$ cat src/rtl/ame_pri_pkg.sv
// Shared types and helpers for the AME priority scan sequencer.
// Holds the FSM state type, the slice width and a slice-wide bit reversal.
package ame_pri_pkg;

  typedef enum logic {
    IDLE,
    SCAN
  } ame_pri_state_t;

  localparam int SLICE_W = 8;

  // Full-width reversal is built from this by also reversing slice order.
  function automatic logic [SLICE_W-1:0] bit_rev(
    input logic [SLICE_W-1:0] v
  );
    logic [SLICE_W-1:0] r;
    for (int i = 0; i < SLICE_W; i++) begin
      r[i] = v[SLICE_W-1-i];
    end
    return r;
  endfunction

endpackage

$ cat src/rtl/ame_pri_slice8.sv
// 8-bit priority slice: one-hot of the lowest set bit, gated by carry.
// Ports: data_i, carry_i in; onehot_o, carry_o (no bit set) out.
module ame_pri_slice8
  import ame_pri_pkg::*;
(
  input  logic [SLICE_W-1:0] data_i,
  input  logic               carry_i,
  output logic [SLICE_W-1:0] onehot_o,
  output logic               carry_o
);

  logic seen;

  always_comb begin
    onehot_o = '0;
    seen     = 1'b0;
    for (int b = 0; b < SLICE_W; b++) begin
      onehot_o[b] = carry_i & data_i[b] & ~seen;
      seen        = seen | data_i[b];
    end
    carry_o = carry_i & ~seen;
  end

endmodule

$ cat src/rtl/ame_pri_scan.sv
// Issues the index of every set bit of a mask, one per cycle, LSB/MSB first.
// Ports: load_* job request, abort_i, out_* index stream, busy/done/cnt status.
module ame_pri_scan
  import ame_pri_pkg::*;
#(
  parameter int N_BITS = 64,
  parameter int IDX_W  = $clog2(N_BITS)
) (
  input  logic              clk_i,
  input  logic              rst_n_i,
  input  logic              load_valid_i,
  output logic              load_ready_o,
  input  logic [N_BITS-1:0] load_mask_i,
  input  logic              load_msb_i,
  input  logic              abort_i,
  output logic              out_valid_o,
  input  logic              out_ready_i,
  output logic [IDX_W-1:0]  out_idx_o,
  output logic              out_last_o,
  output logic              busy_o,
  output logic              done_o,
  output logic [IDX_W:0]    cnt_o
);

  localparam int NS = N_BITS / SLICE_W;
  localparam logic [N_BITS-1:0] ONE = N_BITS'(1);
  localparam logic [IDX_W:0]    CNT_ONE = (IDX_W+1)'(1);
  localparam logic [IDX_W-1:0]  IDX_TOP = IDX_W'(N_BITS - 1);

  ame_pri_state_t state_q, state_n;
  logic [N_BITS-1:0] rem_q, rem_n;
  logic              dir_q, dir_n;
  logic [IDX_W:0]    cnt_n;
  logic              done_n;

  logic [N_BITS-1:0] scan_in;
  logic [N_BITS-1:0] onehot;
  logic [NS:0]       carry;
  logic [IDX_W-1:0]  idx_raw;
  logic              xfer;

  // MSB-first reuses the LSB-first network on the reversed mask.
  always_comb begin
    scan_in = rem_q;
    if (dir_q) begin
      for (int s = 0; s < NS; s++) begin
        scan_in[s*SLICE_W +: SLICE_W] =
          bit_rev(rem_q[(NS-1-s)*SLICE_W +: SLICE_W]);
      end
    end
  end

  assign carry[0] = 1'b1;

  for (genvar s = 0; s < NS; s++) begin : g_slice
    ame_pri_slice8 u_slice (
      .data_i   (scan_in[s*SLICE_W +: SLICE_W]),
      .carry_i  (carry[s]),
      .onehot_o (onehot[s*SLICE_W +: SLICE_W]),
      .carry_o  (carry[s+1])
    );
  end

  always_comb begin
    idx_raw = '0;
    for (int i = 0; i < N_BITS; i++) begin
      if (onehot[i]) idx_raw = idx_raw | IDX_W'(i);
    end
  end

  assign out_idx_o  = dir_q ? (IDX_TOP - idx_raw) : idx_raw;
  assign out_last_o = ((rem_q & (rem_q - ONE)) == '0);

  // Final carry high means nothing left; never present valid then.
  assign out_valid_o  = (state_q == SCAN) & ~abort_i & ~carry[NS];
  assign load_ready_o = (state_q == IDLE);
  assign busy_o       = (state_q != IDLE);
  assign xfer         = out_valid_o & out_ready_i;

  always_comb begin
    state_n = state_q;
    rem_n   = rem_q;
    dir_n   = dir_q;
    cnt_n   = cnt_o;
    done_n  = 1'b0;
    unique case (state_q)
      IDLE: begin
        if (load_valid_i) begin
          rem_n = load_mask_i;
          dir_n = load_msb_i;
          cnt_n = '0;
          if (load_mask_i != '0) state_n = SCAN;
          else done_n = 1'b1;
        end
      end
      SCAN: begin
        unique case (1'b1)
          abort_i: begin
            state_n = IDLE;
            rem_n   = '0;
          end
          xfer: begin
            rem_n = rem_q & ~(ONE << out_idx_o);
            cnt_n = cnt_o + CNT_ONE;
            if (out_last_o) begin
              state_n = IDLE;
              done_n  = 1'b1;
            end
          end
          default: ;
        endcase
      end
      default: state_n = IDLE;
    endcase
  end

  always_ff @(posedge clk_i) begin
    if (!rst_n_i) begin
      state_q <= IDLE;
      rem_q   <= '0;
      dir_q   <= 1'b0;
      cnt_o   <= '0;
      done_o  <= 1'b0;
    end else begin
      state_q <= state_n;
      rem_q   <= rem_n;
      dir_q   <= dir_n;
      cnt_o   <= cnt_n;
      done_o  <= done_n;
    end
  end

endmodule

$ cat config.mk
export PLATFORM = sky130hd
export DESIGN_NAME = ame_pri_scan
export DESIGN_NICKNAME = d
export VERILOG_FILES = /design/src/rtl/ame_pri_pkg.sv /design/src/rtl/ame_pri_slice8.sv /design/src/rtl/ame_pri_scan.sv
export SDC_FILE = /design/constraint.sdc
export NUM_CORES = 1
export LEC_CHECK = 0
export CAP_MARGIN = 0
export CORE_MARGIN = 5
export CORE_UTILIZATION = 50
export CTS_BUF_LIST = sky130_fd_sc_hd__clkbuf_16
export DETAILED_ROUTE_END_ITERATION = 8
export PLACE_DENSITY = 0.83
export RECOVER_POWER = 100
export SETUP_SLACK_MARGIN = 0.5
export SLEW_MARGIN = 0
export SYNTH_ARGS = -nofsm -noshare
export SYNTH_HDL_FRONTEND = slang
export SYNTH_SLANG_ARGS = --single-unit
$ cat constraint.sdc
create_clock -name clk_i -period 3.4 [get_ports clk_i]
set_clock_uncertainty 0.1 [all_clocks]
set_input_delay 0.68 -clock clk_i [delete_from_list [all_inputs] [get_ports clk_i]]
set_output_delay 0.68 -clock clk_i [all_outputs]
set_load 0.01 [all_outputs]
==> results of run 1 <==
## layer usage
layer / GRT usage (%) / overflow
met3: 74.2 / 0
met1: 78.6 / 1
met5: 37.5 / 0
met4: 79.7 / 10
met2: 90.3 / 17
## logic make-up after synthesis
logic type	after synthesis	share of synthesized area [%]
AO/OA/AOI/OAI	355	36.5
XOR/XNOR	12	1.55
adder cells (fa/ha/maj)	4	0.626
buffers and inverters	123	7.36
flip-flops	74	21.8
multiplexers	5	0.773
AND/OR/NAND/NOR	401	31.4
## stage by stage
step	TNS (ps)	worst slack, ps	hold slack [ps]	instance area [µm²]
3_3_place_gp	-5080	-486	397	9880
3_5_place_dp	-4870	-524	407	9880
4_1_cts	-2000	-421	429	11700
2_1_floorplan	-37.7	-37.7	444	7230
## synth_stat cells, types with 4 or more instances
cell type  number  area share (%)
nand2_1       112             6.2
clkbuf_1       81             4.5
o21ai_0        81             6.0
dfxtp_1        74              22
a22o_1         65             8.4
nor2_1         62             3.4
a31oi_1        61             5.6
nor3_1         40             2.9
nor4_1         34             3.1
a21oi_1        31             2.3
nand3_1        23             1.7
nor2b_1        19             1.7
nand4_1        16             1.5
nor3b_1        16             1.8
buf_2          15             1.1
inv_1          15            0.83
o22ai_1        13             1.2
or2_2          12             1.1
or3_1          12             1.1
a211oi_1        9            0.99
nor4b_1         9             1.2
or4_1           9            0.99
nand2b_1        8            0.74
o31ai_1         8            0.88
a41oi_1         7            0.90
o41ai_1         7            0.90
xnor2_1         7            0.90
a21o_1          6            0.66
a2bb2oi_1       6            0.77
and3_1          6            0.55
o211ai_1        6            0.66
o221ai_1        6            0.77
or3b_2          6            0.77
a221oi_1        5            0.64
a22oi_1         5            0.55
buf_1           5            0.28
xor2_1          5            0.64
o31a_1          4            0.52
## timing repair
action,4_1_cts
hold buffers,0
pin swaps,74
setup endpoints to repair,81
resized for setup,220
cloned,7
setup buffers,57
==> reports/metrics.csv, run 1 <==
metric,value,unit
initial core utilization,51.1,%
Post-synth top flop,dfxtp_1,
Post-Syn Area per Cell,6.98,µm²
initial antenna violation count,6,
Syn Inst Count,974,
PortBufs,87,
Yosys reg bits,74,
Fail Step,global routing,
Stop Error,[ERROR GRT-0232] Routing congestion too high. Check the congestion heatmap in the GUI.,
"Net Count, Synth",1045,
"EDFF count, synth",0,
Inserted Clock Buffers,9,
Ports,88,
worst ep type,output port,
asr flop ratio synth,0,%
Mapped Area,6800,µm²
Post-DP HPWL,25.7,mm
sequential area share after synthesis,21.8,%
"Worst endpoint, post-GRT repair",out_last_o,
root buf cell,clkbuf_16,
Synth warnings,0,
pin count of the biggest net entering global routing,63,
die height,127,µm
status,did not finish,
Die X,127,µm
row count,42,
gr usage total,80.0,%
Cell Count Post-Placement,1390,
Longest Clk Path Bufs,2,
total congestion overflow,28,
Clock Sinks,74,
Yosys cell types,77,
GP Congestion,1.03,
H-tree Lvls,3,
==> inputs of run 2 (changes only) <==
--- a/config.mk
+++ b/config.mk
@@ -7,12 +7,10 @@
 export LEC_CHECK = 0
 export CAP_MARGIN = 0
 export CORE_MARGIN = 5
-export CORE_UTILIZATION = 50
-export CTS_BUF_LIST = sky130_fd_sc_hd__clkbuf_16
+export CORE_UTILIZATION = 35
 export DETAILED_ROUTE_END_ITERATION = 8
-export PLACE_DENSITY = 0.83
+export PLACE_DENSITY_LB_ADDON = 0.15
 export RECOVER_POWER = 100
-export SETUP_SLACK_MARGIN = 0.5
 export SLEW_MARGIN = 0
 export SYNTH_ARGS = -nofsm -noshare
 export SYNTH_HDL_FRONTEND = slang
==> constraint.sdc (replaced) <==
create_clock -name clk_i -period 4.42 [get_ports clk_i]
set_clock_uncertainty 0.1 [all_clocks]
set_input_delay 0.884 -clock clk_i [delete_from_list [all_inputs] [get_ports clk_i]]
set_output_delay 0.884 -clock clk_i [all_outputs]
set_load 0.01 [all_outputs]
==> reports/metrics.csv, run 2 <==
metric,value,unit,change
status,"finished, final reports clean",,
max FFs per register,64,,
core area,19300,µm²,
row count,51,,+21%
mux share of post-synthesis cell area,0.773,%,unchanged
Yosys reg bits,74,,unchanged
"commonest non-fill, non-tap cell in the layout",nand2_1,,
CTS tree,built,,
fill cell count,2012,,
Post-DP HPWL,23.2,mm,-9.6%
cells taking the most area after synthesis,"dfxtp_1 22%, a22o_1 8.4%, nand2_1 6.2%",,
Clock Sinks,74,,unchanged
initial core utilization,35.3,%,-16 points
Synth top cells by count,"112 x nand2_1, 81 x clkbuf_1, 81 x o21ai_0, 74 x dfxtp_1, 65 x a22o_1",,
max-slew violation count,0,,
cell with the most instances after synthesis,nand2_1,,
VDD IR max,0.000198,V,
Max Fclk,0.230,GHz,
Worst-path clk slew,60,ps,
crit path cell chain,buf_12 > buf_4 > nor3b_2 > o22ai_1 > nor4_2 > buf_4 > nand3_1 > a21oi_1 > nor4_1 > xnor2_1 > clkdlybuf4s50_1,,
initial antenna violation count,0,,
RSZ-0062 raised after global routing,true,,
Post-synth top flop,dfxtp_1,,
Vias/cell,6.33,,
Net Switching,1120,µW,
setup ws final,73.2,ps,
Detailed Route WL,30.9,mm,
P_leak,0.00337,µW,
Crit path top cell by count,buf_4,,
share of cells above drive strength 1,17.2,%,
Biggest register,rem_q,,
DR WL/cell,22.9,µm,
Compound-Gate Fraction of Synth Area,36.5,%,unchanged
leading area contributor after synthesis,dfxtp_1,,
PortBufs,87,,unchanged
root buf cell,clkbuf_16,,
Post-DP Area,8430,µm²,-15%
initial DRC count,1302,,
first-pass GRT wire length,47.4,mm,
R2R depth,11,,
"Net Count, Synth",1045,,unchanged
pin count of the biggest net entering global routing,68,,
hold-fix buffers at CTS,0,,unchanged
asr flop ratio synth,0,%,unchanged
CP Class,flip-flop to primary output,,
GP Congestion,0.966,,-6.3%
RR Endpoint,rem_q[33]$_SDFFE_PN0P_,,
pre-CTS setup slack,5.84,ps,+530 ps
ant diodes,0,,
vias in the first global route,7757,,
Final Hold Fails,0,,
crit share post-route,98.3,%,
Sw Share,39.1,%,
CP max stage cell,clkdlybuf4s50_1,,
crit-path max cell delay,590,ps,
Largest regs,"rem_q: 64 flops, cnt_o: 7 flops",,
Final Cell Area,8950,µm²,
sequential power share,26.5,%,
"EDFF count, synth",0,,unchanged
CP Capture Type,primary output,,
PwrDens,321,nW/µm²,
DRT antenna net count,0,,
adder-cell share of the synthesized area,0.626,%,unchanged
P&R area growth vs syn,31.6,%,
sequential area share after synthesis,21.8,%,unchanged
Inserted Clock Buffers,9,,unchanged
Period minus WS final,4350,ps,
worst setup path endpoint,out_idx_o[0],,
Simple-Gate Fraction of Synth Area,31.4,%,unchanged
Hold Path Class,flip-flop to flip-flop,,
Mapped Area,6800,µm²,unchanged
Longest Clk Path Bufs,2,,unchanged
clock share of power,29.5,%,
"setup slack, reg-to-reg",430,ps,
Max Cap Viol,0,,
Worst Setup Start Kind,flip-flop,,
Slew headroom,10.0,%,
drt pass-1 iters,6,,
Logic pwr share,44.0,%,
Setup Viol. Count Final,0,,
Post-Syn Area per Cell,6.98,µm²,unchanged
die height,149,µm,+18%
crit-path max FO,26,,
Yosys cell types,77,,unchanged
WP data required,3440,ps,
Synth warnings,0,,unchanged
critical path launch point,dir_q$_SDFFE_PN0P_,,
die area,22300,µm²,
Synth Area in XOR/XNOR,1.55,%,unchanged
largest family of logic cells by synthesized area,compound AO/OA/AOI/OAI gates,,
via count,8529,,
Die X,149,µm,+18%
worst r2r src,dir_q$_SDFFE_PN0P_,,
gr usage total,27.2,%,
most frequent cells in the layout,"112 x nand2_1, 105 x buf_4, 79 x o21ai_0",,
total congestion overflow,0,,
measured slew at the worst slew-check pin,1350,ps,
# DRC,0,,
NumNets Final,1148,,
H-tree Lvls,3,,unchanged
top cell type's share of synthesized area,21.8,%,unchanged
Syn Inst Count,974,,unchanged
Int Pwr,1750,µW,
crit path DAT,3360,ps,
Ports,88,,unchanged
"Clk Latency, worst-skew pair",350,ps,
## run 2: repair_timing
action	CTS	global route
endpoints found under the setup margin	7	6
buffers inserted	2	4
pin swaps	3	5
cloned	0	0
endpoints found under the hold margin	0	0
gates resized for setup	8	29
## run 2: metrics by stage
| stage | hold WS, ps | instances | power, µW | utilization, % | setup TNS (ps) |
|---|---|---|---|---|---|
| 6_report | 453 | 1347 | 2870 | 46.4 | 0 |
| 5_1_grt | 477 | 1347 | 2990 | 46.4 | -166 |
| 4_1_cts | 461 | 1343 | 2830 | 45.7 | 0 |
| 3_5_place_dp | 435 | 1325 | 1980 | 43.8 | 0 |
| 3_3_place_gp | 429 | 1325 | 1980 | 43.8 | 0 |
| 2_1_floorplan | 444 | 974 | 1450 | - | 0 |
## run 2: worst min-delay path by stage
stage	from	endpoint	slack, ps	depth (start not counted)
after floorplan	cnt_o[6]$_SDFFE_PN0P_	cnt_o[6]$_SDFFE_PN0P_	440	2
after global placement	cnt_o[6]$_SDFFE_PN0P_	cnt_o[6]$_SDFFE_PN0P_	430	2
after detailed placement	cnt_o[6]$_SDFFE_PN0P_	cnt_o[6]$_SDFFE_PN0P_	440	2
after CTS	cnt_o[6]$_SDFFE_PN0P_	cnt_o[6]$_SDFFE_PN0P_	460	2
after global routing	cnt_o[6]$_SDFFE_PN0P_	cnt_o[6]$_SDFFE_PN0P_	480	2
final	cnt_o[6]$_SDFFE_PN0P_	cnt_o[6]$_SDFFE_PN0P_	450	2
## run 2: worst max-delay path: cells and delay by family, from the launching register on
kind                      cells  cell delay [ps]
and+or+nand+nor               4              840
AOI/OAI and AO/OA             2              310
DFF                           1              490
buffers and inverters         4             1160
xor gates and xnor gates      1              210
## run 2: logic make-up (layout without fill, tap and decap cells)
| kind of cell | after synthesis | after routing |
|---|---|---|
| buffers and inverters | 123 | 231 |
| multiplexers | 5 | 5 |
| flip-flops | 74 | 74 |
| AND/OR/NAND/NOR | 401 | 401 |
| adder cells (fa/ha/maj) | 4 | 4 |
| XOR/XNOR | 12 | 12 |
| AO/OA/AOI/OAI | 355 | 355 |
## run 2: power by group through the flow
| stage | combinational (µW) | clock (µW) | sequential (µW) |
|---|---|---|---|
| final | 1260 | 846 | 762 |
| after global routing | 1350 | 874 | 765 |
| after CTS | 1220 | 853 | 755 |
| after detailed placement | 1200 | 0 | 770 |
| after global placement | 1210 | 0 | 770 |
| after floorplan | 706 | 0 | 740 |
## run 2: metal layers
layer	part of all wire, %	global-route usage, %	wire length, µm
met2	46	43.2	14200
met3	8.1	4.19	2510
met4	1.9	7.51	589
met1	44	38.4	13600
met5	0	0	0
## run 2: layout make-up
type / instances / area (µm²) / area share, %
Sequential cell: 74 / 1490 / 16.6
Clock buffer: 10 / 250 / 2.80
Timing Repair Buffer: 198 / 1730 / 19.4
Tap cell: 265 / 332 / 3.71
Inverter: 17 / 63.8 / 0.713
Clock inverter: 6 / 87.6 / 0.979
Multi-Input combinational cell: 777 / 4990 / 55.8
Note: power is estimated with default switching activity, not from simulation.
==> inputs of run 3 (changes only) <==
--- a/config.mk
+++ b/config.mk
@@ -5,6 +5,7 @@
 export SDC_FILE = /design/constraint.sdc
 export NUM_CORES = 1
 export LEC_CHECK = 0
+export ABC_AREA = 0
 export CAP_MARGIN = 0
 export CORE_MARGIN = 5
 export CORE_UTILIZATION = 35
==> results of run 3 <==
Same layout as run 2: the final DEF is identical, and so are final timing and power.
